`config.mk`:
```
export PLATFORM = sky130hd
export DESIGN_NAME = mm_host_sequencer
export DESIGN_NICKNAME = d
export VERILOG_FILES = /design/src/rtl/mm_host_sequencer.sv
export SDC_FILE = /design/constraint.sdc
export NUM_CORES = 1
export LEC_CHECK = 0
export BUFFER_PORTS_ARGS = -buffer_cell sky130_fd_sc_hd__buf_4
export CORE_ASPECT_RATIO = 1.2
export CORE_MARGIN = 8
export CORE_UTILIZATION = 45
export DETAILED_ROUTE_END_ITERATION = 6
export PLACE_DENSITY = 0.73
export SLEW_MARGIN = 20
export SYNTH_ARGS = -nofsm -noshare
export SYNTH_HDL_FRONTEND = slang
export SYNTH_SLANG_ARGS = --single-unit
export TNS_END_PERCENT = 10
```
`constraint.sdc`:
```
create_clock -name clk -period 2.87 [get_ports clk]
set_input_delay 0.4305 -clock clk [delete_from_list [all_inputs] [get_ports clk]]
set_output_delay 0.4305 -clock clk [all_outputs]
set_load 0.02 [all_outputs]
```
`src/rtl/mm_host_sequencer.sv`:
```
// Host-side job sequencer for the 4x4 matmul chip top: streams 32 operand bytes in,
// drives write/load/matmul/read strobes, and streams the 16 result bytes out.
module mm_host_sequencer #(
  parameter int unsigned SETUP_CYC = 2,
  parameter int unsigned HOLD_CYC  = 2,
  parameter int unsigned TIMEOUT   = 255
) (
  input  logic       clk,
  input  logic       clear,
  input  logic       in_valid,
  output logic       in_ready,
  input  logic [7:0] in_data,
  output logic       out_valid,
  input  logic       out_ready,
  output logic [7:0] out_data,
  output logic       busy,
  output logic       error,
  output logic       mm_en,
  output logic [6:0] mm_aux,
  output logic [7:0] mm_data_in,
  input  logic [7:0] mm_data_out,
  input  logic       mm_interrupt
);

  typedef enum logic [3:0] {
    S_IDLE, S_W_FETCH, S_W_SETUP, S_W_STROBE,
    S_L_SETUP, S_L_WAIT, S_M_SETUP, S_M_WAIT,
    S_R_SETUP, S_R_STROBE, S_R_PUSH, S_ERROR
  } state_t;

  typedef enum logic [1:0] {
    MODE_MATMUL = 2'b00,
    MODE_WRITE  = 2'b01,
    MODE_LOAD   = 2'b10,
    MODE_READ   = 2'b11
  } mode_t;

  localparam int unsigned PH_MAX = (SETUP_CYC > HOLD_CYC) ? SETUP_CYC : HOLD_CYC;
  localparam int unsigned PW     = $clog2(PH_MAX + 1);
  localparam int unsigned TW     = $clog2(TIMEOUT + 1);
  localparam logic [PW-1:0] SETUP_LAST = PW'(SETUP_CYC - 1);
  localparam logic [PW-1:0] HOLD_LAST  = PW'(HOLD_CYC - 1);
  localparam logic [TW-1:0] TO_LAST    = TW'(TIMEOUT - 1);

  state_t        state_q, state_d;
  logic [4:0]    cnt_q, cnt_d;
  logic [PW-1:0] ph_q, ph_d;
  logic [TW-1:0] wait_q, wait_d;
  logic          mm_en_q, mm_en_d;
  logic [6:0]    aux_q, aux_d;
  logic [7:0]    din_q, din_d;
  logic [7:0]    dout_q, dout_d;
  logic          err_q, err_d;
  logic [4:0]    fetch_cnt;

  always_ff @(posedge clk) begin
    if (clear) begin
      state_q <= S_IDLE;
      cnt_q   <= '0;
      ph_q    <= '0;
      wait_q  <= '0;
      mm_en_q <= 1'b0;
      aux_q   <= '0;
      din_q   <= '0;
      dout_q  <= '0;
      err_q   <= 1'b0;
    end else begin
      state_q <= state_d;
      cnt_q   <= cnt_d;
      ph_q    <= ph_d;
      wait_q  <= wait_d;
      mm_en_q <= mm_en_d;
      aux_q   <= aux_d;
      din_q   <= din_d;
      dout_q  <= dout_d;
      err_q   <= err_d;
    end
  end

  assign in_ready   = ((state_q == S_IDLE) || (state_q == S_W_FETCH)) && !clear;
  assign out_valid  = (state_q == S_R_PUSH);
  assign busy       = (state_q != S_IDLE);
  assign error      = err_q;
  assign mm_en      = mm_en_q;
  assign mm_aux     = aux_q;
  assign mm_data_in = din_q;
  assign out_data   = dout_q;
  assign fetch_cnt  = (state_q == S_IDLE) ? 5'd0 : cnt_q;

  // en/aux/data are all registered from the next-state decision, so aux and data
  // only ever move on the edge that enters a SETUP state (en low).
  always_comb begin
    state_d = state_q;
    cnt_d   = cnt_q;
    ph_d    = ph_q;
    wait_d  = wait_q;
    mm_en_d = mm_en_q;
    aux_d   = aux_q;
    din_d   = din_q;
    dout_d  = dout_q;
    err_d   = err_q;
    unique case (state_q)
      S_IDLE, S_W_FETCH: begin
        if (in_valid) begin
          state_d = S_W_SETUP;
          cnt_d   = fetch_cnt;
          din_d   = in_data;
          aux_d   = {fetch_cnt, MODE_WRITE};
          ph_d    = '0;
        end
      end
      S_W_SETUP, S_R_SETUP: begin
        if (ph_q == SETUP_LAST) begin
          state_d = (state_q == S_W_SETUP) ? S_W_STROBE : S_R_STROBE;
          ph_d    = '0;
          mm_en_d = 1'b1;
        end else begin
          ph_d = ph_q + PW'(1);
        end
      end
      S_W_STROBE: begin
        if (ph_q == HOLD_LAST) begin
          ph_d    = '0;
          mm_en_d = 1'b0;
          if (cnt_q == 5'd31) begin
            state_d = S_L_SETUP;
            cnt_d   = '0;
            aux_d   = {5'd0, MODE_LOAD};
          end else begin
            state_d = S_W_FETCH;
            cnt_d   = cnt_q + 5'd1;
          end
        end else begin
          ph_d = ph_q + PW'(1);
        end
      end
      // Setup saturates at its minimum length; a stale interrupt keeps en low.
      S_L_SETUP, S_M_SETUP: begin
        if (ph_q != SETUP_LAST) begin
          ph_d = ph_q + PW'(1);
        end else if (!mm_interrupt) begin
          state_d = (state_q == S_L_SETUP) ? S_L_WAIT : S_M_WAIT;
          ph_d    = '0;
          wait_d  = '0;
          mm_en_d = 1'b1;
        end
      end
      S_L_WAIT, S_M_WAIT: begin
        if (mm_interrupt) begin
          mm_en_d = 1'b0;
          ph_d    = '0;
          if (state_q == S_L_WAIT) begin
            state_d = S_M_SETUP;
            aux_d   = {5'd0, MODE_MATMUL};
          end else begin
            state_d = S_R_SETUP;
            cnt_d   = '0;
            aux_d   = {5'd0, MODE_READ};
          end
        end else if (wait_q == TO_LAST) begin
          state_d = S_ERROR;
          mm_en_d = 1'b0;
          err_d   = 1'b1;
        end else begin
          wait_d = wait_q + TW'(1);
        end
      end
      S_R_STROBE: begin
        if (ph_q == HOLD_LAST) begin
          state_d = S_R_PUSH;
          ph_d    = '0;
          mm_en_d = 1'b0;
          dout_d  = mm_data_out;
        end else begin
          ph_d = ph_q + PW'(1);
        end
      end
      S_R_PUSH: begin
        if (out_ready) begin
          if (cnt_q == 5'd15) begin
            state_d = S_IDLE;
          end else begin
            state_d = S_R_SETUP;
            cnt_d   = cnt_q + 5'd1;
            aux_d   = {1'b0, cnt_q[3:0] + 4'd1, MODE_READ};
          end
        end
      end
      S_ERROR: begin
        mm_en_d = 1'b0;
      end
      default: begin
        state_d = S_IDLE;
      end
    endcase
  end

endmodule

```
* After elaboration in Yosys (flattened, before gate mapping)
Cells that the tools add are included. W data, S select, Z words.
Cells by class: $add $sub $neg 4, equal/unequal tests 32, muxes and demuxes 50, bitwise operators 2, reduce and logical (&&, ||, !) cells 24
Operators by type and width (count):
- $mux W4 | 12
- $mux W7 | 6
- $mux W5 | 8
- $mux W8 | 4
- $pmux W4 S8 | 1
- $pmux W7 S4 | 1
- $ne A2 B2 Y1 const B | 12
- $pmux W5 S4 | 1
- $eq A4 B3 Y1 const B | 4
- $eq A4 B4 Y1 const B | 4
- $pmux W8 S2 | 1
- $mux W2 | 7
- $reduce_and A7 Y1 | 2
- $reduce_bool A4 Y1 | 3
- $reduce_or A2 Y1 | 5
- $reduce_and A9 Y1 | 1
- $add A8 B1 Y8 const B | 1
- $eq A4 B2 Y1 const B | 2
- $eq A8 B8 Y1 const B | 1
- $pmux W2 S4 | 1
- $mux W1 | 6
- $ne A2 B1 Y1 const B | 3
- $ne A3 B3 Y1 const B | 2
- $reduce_and A6 Y1 | 1
- other kinds (21) | 23
Storage, ports and cells: bits in registers 44, input bits 21, output and inout port bits 28

* Depth between registers and ports, before layout
Gate-level depths: netlist of the first run.
depth after elaboration 5, depth in mapped cells 9

* Worst setup path before layout of the first run
Ideal clock, no wire load.
path kind reg-to-reg, start point register cnt_q[0], end point register cnt_q[2], arrival 2.151 ns, required time 2.796 ns, path slack 0.645 ns, cell stages (with the launch flop) 9, buffers on the path 0, period minus slack after synthesis 2.225 ns, path through dfxtp_1 > ha_1 > and3_1 > ha_1 > or3b_4 > a2111oi_4 > and4_4 > a21oi_1 > a31oi_1
Between the ends: cells in the longest elaborated chain, start to end 4
RTL lines:
- from (decl) | line 46 | logic [4:0] cnt_q, cnt_d;
- from (signal assigned) | line 69 | cnt_q <= cnt_d;
- $add A5 B1 Y5 or $eq A5 B5 Y1 (tied branches) | line 131, 184, 125
- $mux W5, on equally long branches | line 180, 125
- $mux W5, on equally long branches | line 179, 122
- $pmux W5 S4 | line 102 | unique case (state_q)
Parallel ways exist; a longest one is shown, timed or not. The select of a mux whose other input is x is not followed. A chain may end at the register's enable or synchronous reset.

* Worst setup path after layout of the first run
Ends and elaborated chain as after synthesis.

==> results_dict.tcl, run 1 <==
set metrics [dict create \
    setup_repair_after_global_routing_missed_its_margin "no" \
    hpwlAfterDp_um 4234 \
    synth_area_um2 2406 \
    worstSetupPathType "flip-flop to flip-flop" \
    height_of_the_die_um 96.10 \
    final_critical_path_share_of_the_clock_period_pct 85.22 \
    die_area_um2 7952 \
    timing.critical_path.required_ns 3.10 \
    drive_above_1_share_pct 24.09 \
    setup-violations-final 0 \
    grt-ovfl-total 0 \
    htreeDepth 2 \
    synth_top_cells_by_count "sky130_fd_sc_hd__dfxtp_1 (44), sky130_fd_sc_hd__nor2_1 (34), sky130_fd_sc_hd__nand2_1 (28), sky130_fd_sc_hd__a21oi_1 (17), sky130_fd_sc_hd__o21ai_0 (15)" \
    drtAntennaViolNets 0 \
    ys.warnings.count 0 \
    port-buffer-count 48 \
    synthDominantAreaCellType "sky130_fd_sc_hd__dfxtp_1" \
    maxSlewHeadroom_pct 50.17 \
    cts_buffers 5 \
    final-hold-violation-count 0 \
    num_vias 2187 \
    die_x_um 82.75 \
    final-max-slew-violation-count 0 \
    clock-root-buffer "sky130_fd_sc_hd__clkbuf_8" \
    initialDrtViolationCount 101 \
    asr_flop_ratio_synth_pct 0 \
    fmax_mhz 408.9 \
    synthesis.instances 284 \
    finalWorstSetupSlack_ns 0.4242 \
    cts_resized 0 \
    drt-total-wl_um 5725 \
    finish.net_count 353 \
    average_wire_length_per_cell_after_detail_routing_um 14.68 \
    synth.most_common_cell "sky130_fd_sc_hd__dfxtp_1" \
    yosysTopAreaCellShare_pct 36.61 \
    post_route_setup_tns_ns 0 \
    antenna_found_initial 0 \
    synthDistinctLibCells 63 \
    seq_area_frac_synth_pct 36.61 \
    avgViaCountPerCell 5.608 \
    tightest_slew_ns 0.7442 \
    crit_path_frequent_cell "sky130_fd_sc_hd__ha_1" \
    detailedPlace.worstSlack_ns 0.4398 \
    grt_pass1_vias 1987 \
    fp.coreArea_um2 5225 \
    power_leakage_nw 1.148 \
    initial_utilization_pct 46.05 \
    layout-area-overhead-vs-synth_pct 19.97 \
    drc_errors 0 \
    critical_path_peak_fanout 6 \
    synth-seq-cells 44 \
    vdd_ir_drop_max_uv 405.5 \
    critPathLaunchType "flip-flop" \
    detail_route.first_pass.iterations 4 \
    maxCapViolCount 0 \
    tritoncts "built" \
    outcome "completed" \
    synthesis.nets 310 \
    min_period_ns 2.446 \
    gpl.final_weighted_congestion 0.9041 \
    post_cts_hold_fix_bufs 0 \
    track_usage_pct 14.49 \
    cts.path.max_buffers 2 \
    critical_path.cell_chain "ha_1 -> and3_1 -> ha_1 -> or3b_4 -> a2111oi_4 -> and4_4 -> a21oi_1 -> a31oi_1" \
    worst_setup_hold_path_clk_slew_ns 0.09 \
    hold_class "primary input to flip-flop" \
    worst_setup_path_end_kind "flip-flop" \
    cts.repair_timing.setup_buffer_count 0 \
    synth_flop_cell "sky130_fd_sc_hd__dfxtp_1" \
    syn-mean-instance-area_um2 8.472 \
    placement_rows 29 \
    largest_net_degree_at_the_start_of_global_routing 31 \
    insertedDiodeCount 0 \
    worst_path_max_delay_cell "sky130_fd_sc_hd__a2111oi_4" \
    clock_skew_ns 0.007060 \
    arrival_ns 2.67 \
    yosys-top-cells-area "sky130_fd_sc_hd__dfxtp_1 (37%), sky130_fd_sc_hd__nor2_1 (5.3%), sky130_fd_sc_hd__nand2_1 (4.4%), sky130_fd_sc_hd__mux2i_1 (3.7%), sky130_fd_sc_hd__a21oi_1 (3.5%)" \
    cts_sinks 44 \
    synth_enable_flop_cells 0 \
    slowest_delay_ns 0.40 \
    pwr_density_cell_nw_per_um2 832.5 \
    grt_pass1_wl_um 9225 \
    clk-insertion-delay-late_ns 0.30 \
    io_pins 49 \
]
## kinds of logic (layout without fill, tap and decap cells)
family / after synthesis / in the layout / synth area share [%]
AO/OA/AOI/OAI: 76 / 76 / 22.05
XOR/XNOR: 6 / 6 / 2.184
adder cells (fa/ha/maj): 5 / 5 / 2.600
buffers and inverters: 25 / 69 / 5.928
flip-flops: 44 / 44 / 36.61
multiplexers: 9 / 9 / 3.744
AND/OR/NAND/NOR: 119 / 119 / 26.89
## area by class of cell
type | count | area [µm²]
well taps | 62 | 77.57
flip-flops and latches | 44 | 880.8
repair buffers | 52 | 390.4
clock buffers | 6 | 82.58
fillers | 511 | 2338
multi-input cells | 215 | 1383
inverters | 9 | 33.78
clock inverters | 2 | 38.79
## where the power goes
| part | switching, mW | internal, mW | leakage, nW |
|---|---|---|---|
| Sequential | 0.124 | 0.707 | 0.358 |
| Combinational | 0.608 | 0.465 | 0.728 |
| Clock | 0.214 | 0.285 | 0.0614 |
## worst paths after layout
check / cells after the start / slack, ns / from / endpoint
max: 8 / 0.42 / cnt_q[0] / cnt_q[2]
max reg2reg: 8 / 0.42 / cnt_q[0] / cnt_q[2]
min: 3 / 0.36 / mm_data_out[7] / out_data[7]
min reg2reg: 2 / 0.46 / mm_data_in[4] / mm_data_in[4]
## per-stage QoR
step	instance area (µm²)	cells	hold WS (ns)	util [%]	power (mW)
after global routing	2887	390	0.3680	55.24	2.566
after detailed placement	2765	382	0.4484	52.92	1.918
after CTS	2887	390	0.3580	55.24	2.418
after floorplan	2406	284	0.4565	-	1.667
final	2887	390	0.3588	55.24	2.403
after global placement	2765	382	0.4427	52.92	1.906
## state kept, by name (all words and copies together) (netlist names)
signal      cells
cnt_q           5
error           1
mm_aux          7
mm_data_in      8
mm_en           1
out_data        8
ph_q            2
state_q         4
wait_q          8
## metal layers
metal	global-route usage, %	wire length, µm
met5	0	0
met4	5.908	80
met3	3.645	294
met2	23.17	2864
met1	18.02	2485
## placed cells by master, fill, tap and decap left out, drive strengths merged, types with 5 or more instances in the layout
| cell | netlist | final |
|---|---|---|
| a211oi | 5 | 5 |
| nand2 | 28 | 28 |
| and3 | 5 | 5 |
| dfxtp | 44 | 44 |
| clkbuf | 6 | 6 |
| a21oi | 18 | 18 |
| inv | 8 | 8 |
| o21ai | 18 | 18 |
| nand3 | 8 | 8 |
| buf | 10 | 52 |
| ha | 5 | 5 |
| nor3b | 5 | 5 |
| xnor2 | 6 | 6 |
| mux2i | 9 | 9 |
| nor2 | 34 | 34 |
## worst max-delay path, delay by kind of cell (launching register included)
kind,cells,cell delay (ns)
compound gates,3,0.60
fa+ha+maj,2,0.50
flops,1,0.36
simple gates,3,0.91
Power figures use the tool's default switching activity.
==> run 2, diff against run 1 <==
--- a/config.mk
+++ b/config.mk
@@ -5,12 +5,13 @@
 export SDC_FILE = /design/constraint.sdc
 export NUM_CORES = 1
 export LEC_CHECK = 0
+export ABC_AREA = 1
 export BUFFER_PORTS_ARGS = -buffer_cell sky130_fd_sc_hd__buf_4
 export CORE_ASPECT_RATIO = 1.2
 export CORE_MARGIN = 8
 export CORE_UTILIZATION = 45
 export DETAILED_ROUTE_END_ITERATION = 6
-export PLACE_DENSITY = 0.73
+export PLACE_DENSITY = 0.74
 export SLEW_MARGIN = 20
 export SYNTH_ARGS = -nofsm -noshare
 export SYNTH_HDL_FRONTEND = slang
==> run 2 against run 1 <==
- global-route usage grew 1.5 points
- fmax up 25%
- design area is 2.1% lower
- sequential share of layout area increased by 0.66 points
- critical endpoint is now wait_q[0]
- routed wire length increased by 2.8%
- flip-flop and latch count unchanged
- area after synthesis decreased by 2.1%
- largest cell class unchanged
==> results_dict.tcl, run 2 <==
set metrics [dict create \
    outcome "completed" \
    p_clk_share_pct 15.1 \
    height_of_the_die_um 95.26 \
    ys.warnings.count 0 \
    synthDistinctLibCells 26 \
    initialDrtViolationCount 97 \
    vdd_ir_drop_max_uv 494.9 \
    mostFrequentLayoutCells "sky130_fd_sc_hd__nand2_1 (94), sky130_fd_sc_hd__nor2_1 (62), sky130_fd_sc_hd__buf_4 (49)" \
    average_wire_length_per_cell_after_detail_routing_um 12.45 \
    p_comb_share_pct 50.0 \
    grt_pass1_vias 2307 \
    crit-reg2reg-launch "state_q[2]" \
    worst_path_max_delay_cell "sky130_fd_sc_hd__dfxtp_1" \
    worst_setup_hold_path_clk_slew_ns 0.08 \
    critical_path.cell_chain "inv_1 -> nor2_1 -> nand3_1 -> nor2_1 -> inv_1 -> a21oi_1 -> nor2_1" \
    cts_buffers 5 \
    hp-start "mm_data_out[2]" \
    placed_cells 466 \
    yosysTopAreaCellShare_pct 37.39 \
    yosys-top-cells-area "sky130_fd_sc_hd__dfxtp_1 (37%), sky130_fd_sc_hd__nand2_1 (15%), sky130_fd_sc_hd__nor2_1 (9.9%), sky130_fd_sc_hd__inv_1 (6.5%), sky130_fd_sc_hd__a21oi_1 (6.4%)" \
    fin_cells 473 \
    num_vias 2362 \
    arrival_ns 2.14 \
    min_period_ns 1.959 \
    tritoncts "built" \
    maxCapViolCount 0 \
    hpwlAfterDp_um 4528 \
    final-hold-violation-count 0 \
    synth_top_cells_by_count "sky130_fd_sc_hd__nand2_1 (94), sky130_fd_sc_hd__nor2_1 (62), sky130_fd_sc_hd__dfxtp_1 (44), sky130_fd_sc_hd__inv_1 (41), sky130_fd_sc_hd__a21oi_1 (30)" \
    synth_flop_cell "sky130_fd_sc_hd__dfxtp_1" \
    seq_area_frac_synth_pct 37.39 \
    die_x_um 82.05 \
    synth_enable_flop_cells 0 \
    synthesis.nets 391 \
    critPathLaunchType "flip-flop" \
    cts.repair_timing.setup_buffer_count 0 \
    port-buffer-count 48 \
    internal_power_mw 1.316 \
    avgViaCountPerCell 4.994 \
    crit_path_from "state_q[2]" \
    sw_frac_of_total_pct 45.46 \
    syn-mean-instance-area_um2 6.455 \
    power_frac_seq_pct 35.0 \
    drtAntennaViolNets 0 \
    grt-ovfl-total 0 \
    tightest_slew_ns 0.6219 \
    net-switching-power_mw 1.097 \
    finalHoldWorstSlack_ns 0.4145 \
    power_leakage_nw 1.375 \
    post_route_setup_tns_ns 0 \
    utilization_after_layout_pct 54.83 \
    pwr_density_cell_nw_per_um2 854.2 \
    finish.net_count 437 \
    insertedDiodeCount 0 \
    maxSlewHeadroom_pct 58.39 \
    drt-total-wl_um 5888 \
    synth-seq-cells 44 \
    clock-root-buffer "sky130_fd_sc_hd__clkbuf_8" \
    drc_errors 0 \
    timing.critical_path.required_ns 3.05 \
    final-max-slew-violation-count 0 \
    cts_sinks 44 \
    clock_skew_ns 0.004428 \
    placement_rows 29 \
    hold_class "primary input to flip-flop" \
    die_area_um2 7816 \
    track_usage_pct 15.98 \
    asr_flop_ratio_synth_pct 0 \
    setup-violations-final 0 \
    critical_path_peak_fanout 11 \
    slowest_delay_ns 0.57 \
    setup_repair_after_global_routing_missed_its_margin "no" \
    clk-insertion-delay-late_ns 0.29 \
    drive_above_1_share_pct 16.79 \
    cts.path.max_buffers 2 \
    synth.most_common_cell "sky130_fd_sc_hd__nand2_1" \
    num-fill-cells 529 \
    grt_pass1_wl_um 10090 \
    post_cts_hold_fix_bufs 0 \
    detail_route.first_pass.iterations 4 \
    worst_setup_path_end_kind "flip-flop" \
    final_common_cell "sky130_fd_sc_hd__nand2_1" \
    gpl.final_weighted_congestion 0.9141 \
    crit_path_frequent_cell "sky130_fd_sc_hd__nor2_1" \
    fp.coreArea_um2 5152 \
    final_critical_path_share_of_the_clock_period_pct 68.26 \
    io_pins 49 \
    synth_area_um2 2356 \
    layout-area-overhead-vs-synth_pct 19.92 \
    initial_utilization_pct 45.73 \
    largest_net_degree_at_the_start_of_global_routing 29 \
    fmax_mhz 510.4 \
    cts_resized 0 \
    critical-path-top-delay-family "simple AND/OR/NAND/NOR gates" \
    antenna_found_initial 0 \
    htreeDepth 2 \
    synthesis.instances 365 \
    path_buf_inv 2 \
    synthDominantAreaCellType "sky130_fd_sc_hd__dfxtp_1" \
    worstSetupPathType "flip-flop to flip-flop" \
]
## run 2: changes by cell type in the layout (fill, tap and decap cells not counted), moves of 5 or more
cell                       previous run  this run
sky130_fd_sc_hd__xnor2_1              6         0
sky130_fd_sc_hd__inv_1                8        41
sky130_fd_sc_hd__nand3_1              8        26
sky130_fd_sc_hd__o21ai_0             15        20
sky130_fd_sc_hd__nor2_1              34        62
sky130_fd_sc_hd__nor3b_1              5         0
sky130_fd_sc_hd__and3_1               5         0
sky130_fd_sc_hd__mux2i_1              9         0
sky130_fd_sc_hd__a211oi_1             5         0
sky130_fd_sc_hd__nand2_1             28        94
sky130_fd_sc_hd__xor2_1               0         5
sky130_fd_sc_hd__a21oi_1             17        30
## run 2: power groups by stage
stage | clock network (mW) | logic, mW | registers [mW]
after global routing | 0.404 | 1.38 | 0.862
final | 0.364 | 1.21 | 0.844
after floorplan | 0 | 0.846 | 0.900
after detailed placement | 0 | 1.21 | 0.855
after global placement | 0 | 1.18 | 0.851
after CTS | 0.378 | 1.21 | 0.842
## run 2: metrics by stage
stage | total power [mW] | worst slack [ns] | cell area, µm²
detailed placement | 2.065 | 0.9263 | 2748
global placement | 2.036 | 1.020 | 2748
finish | 2.413 | 0.9108 | 2825
floorplan | 1.746 | 1.278 | 2356
CTS | 2.433 | 0.9150 | 2825
global route | 2.649 | 0.6483 | 2825
## run 2: path summary, 6_finish.rpt
kind                        end  slack (ns)  cells past startpoint
setup / recovery      wait_q[0]        0.91                      7
setup reg to reg      wait_q[0]        0.91                      7
hold reg to reg   mm_data_in[2]        0.45                      2
hold / removal      out_data[2]        0.41                      3
## run 2: cells by family after synthesis
family,count (synthesis),share of synthesized area [%]
AND/OR/NAND/NOR,202,36.96
buffers and inverters,56,9.612
AO/OA/AOI/OAI,53,11.52
flip-flops,44,37.39
XOR/XNOR,5,1.859
adder cells (fa/ha/maj),5,2.655
## run 2: final cells by class
type	count	area, µm²	area share (%)
Tap cell	62	77.57	2.746
Inverter	46	172.7	6.112
Multi-Input combinational cell	265	1249	44.20
Clock buffer	6	72.57	2.569
Sequential cell	44	880.8	31.18
Clock inverter	1	5.005	0.1771
Timing Repair Buffer	49	367.9	13.02
## run 2: layer usage
layer	vias to the layer above	track usage (%)	wire (µm)
li1	1232	-	-
met1	1082	17.49	2508
met2	43	29.07	3018
met3	5	4.057	301
met4	0	4.985	60
met5	-	0	0
## run 2: worst reg2reg max path: stages (launching register included)
cell and delay [ns]:
sky130_fd_sc_hd__dfxtp_1 0.57, sky130_fd_sc_hd__inv_1 0.11, sky130_fd_sc_hd__nor2_1 0.14, sky130_fd_sc_hd__nand3_1 0.11, sky130_fd_sc_hd__nor2_1 0.51, sky130_fd_sc_hd__inv_1 0.21
sky130_fd_sc_hd__a21oi_1 0.16, sky130_fd_sc_hd__nor2_1 0.05
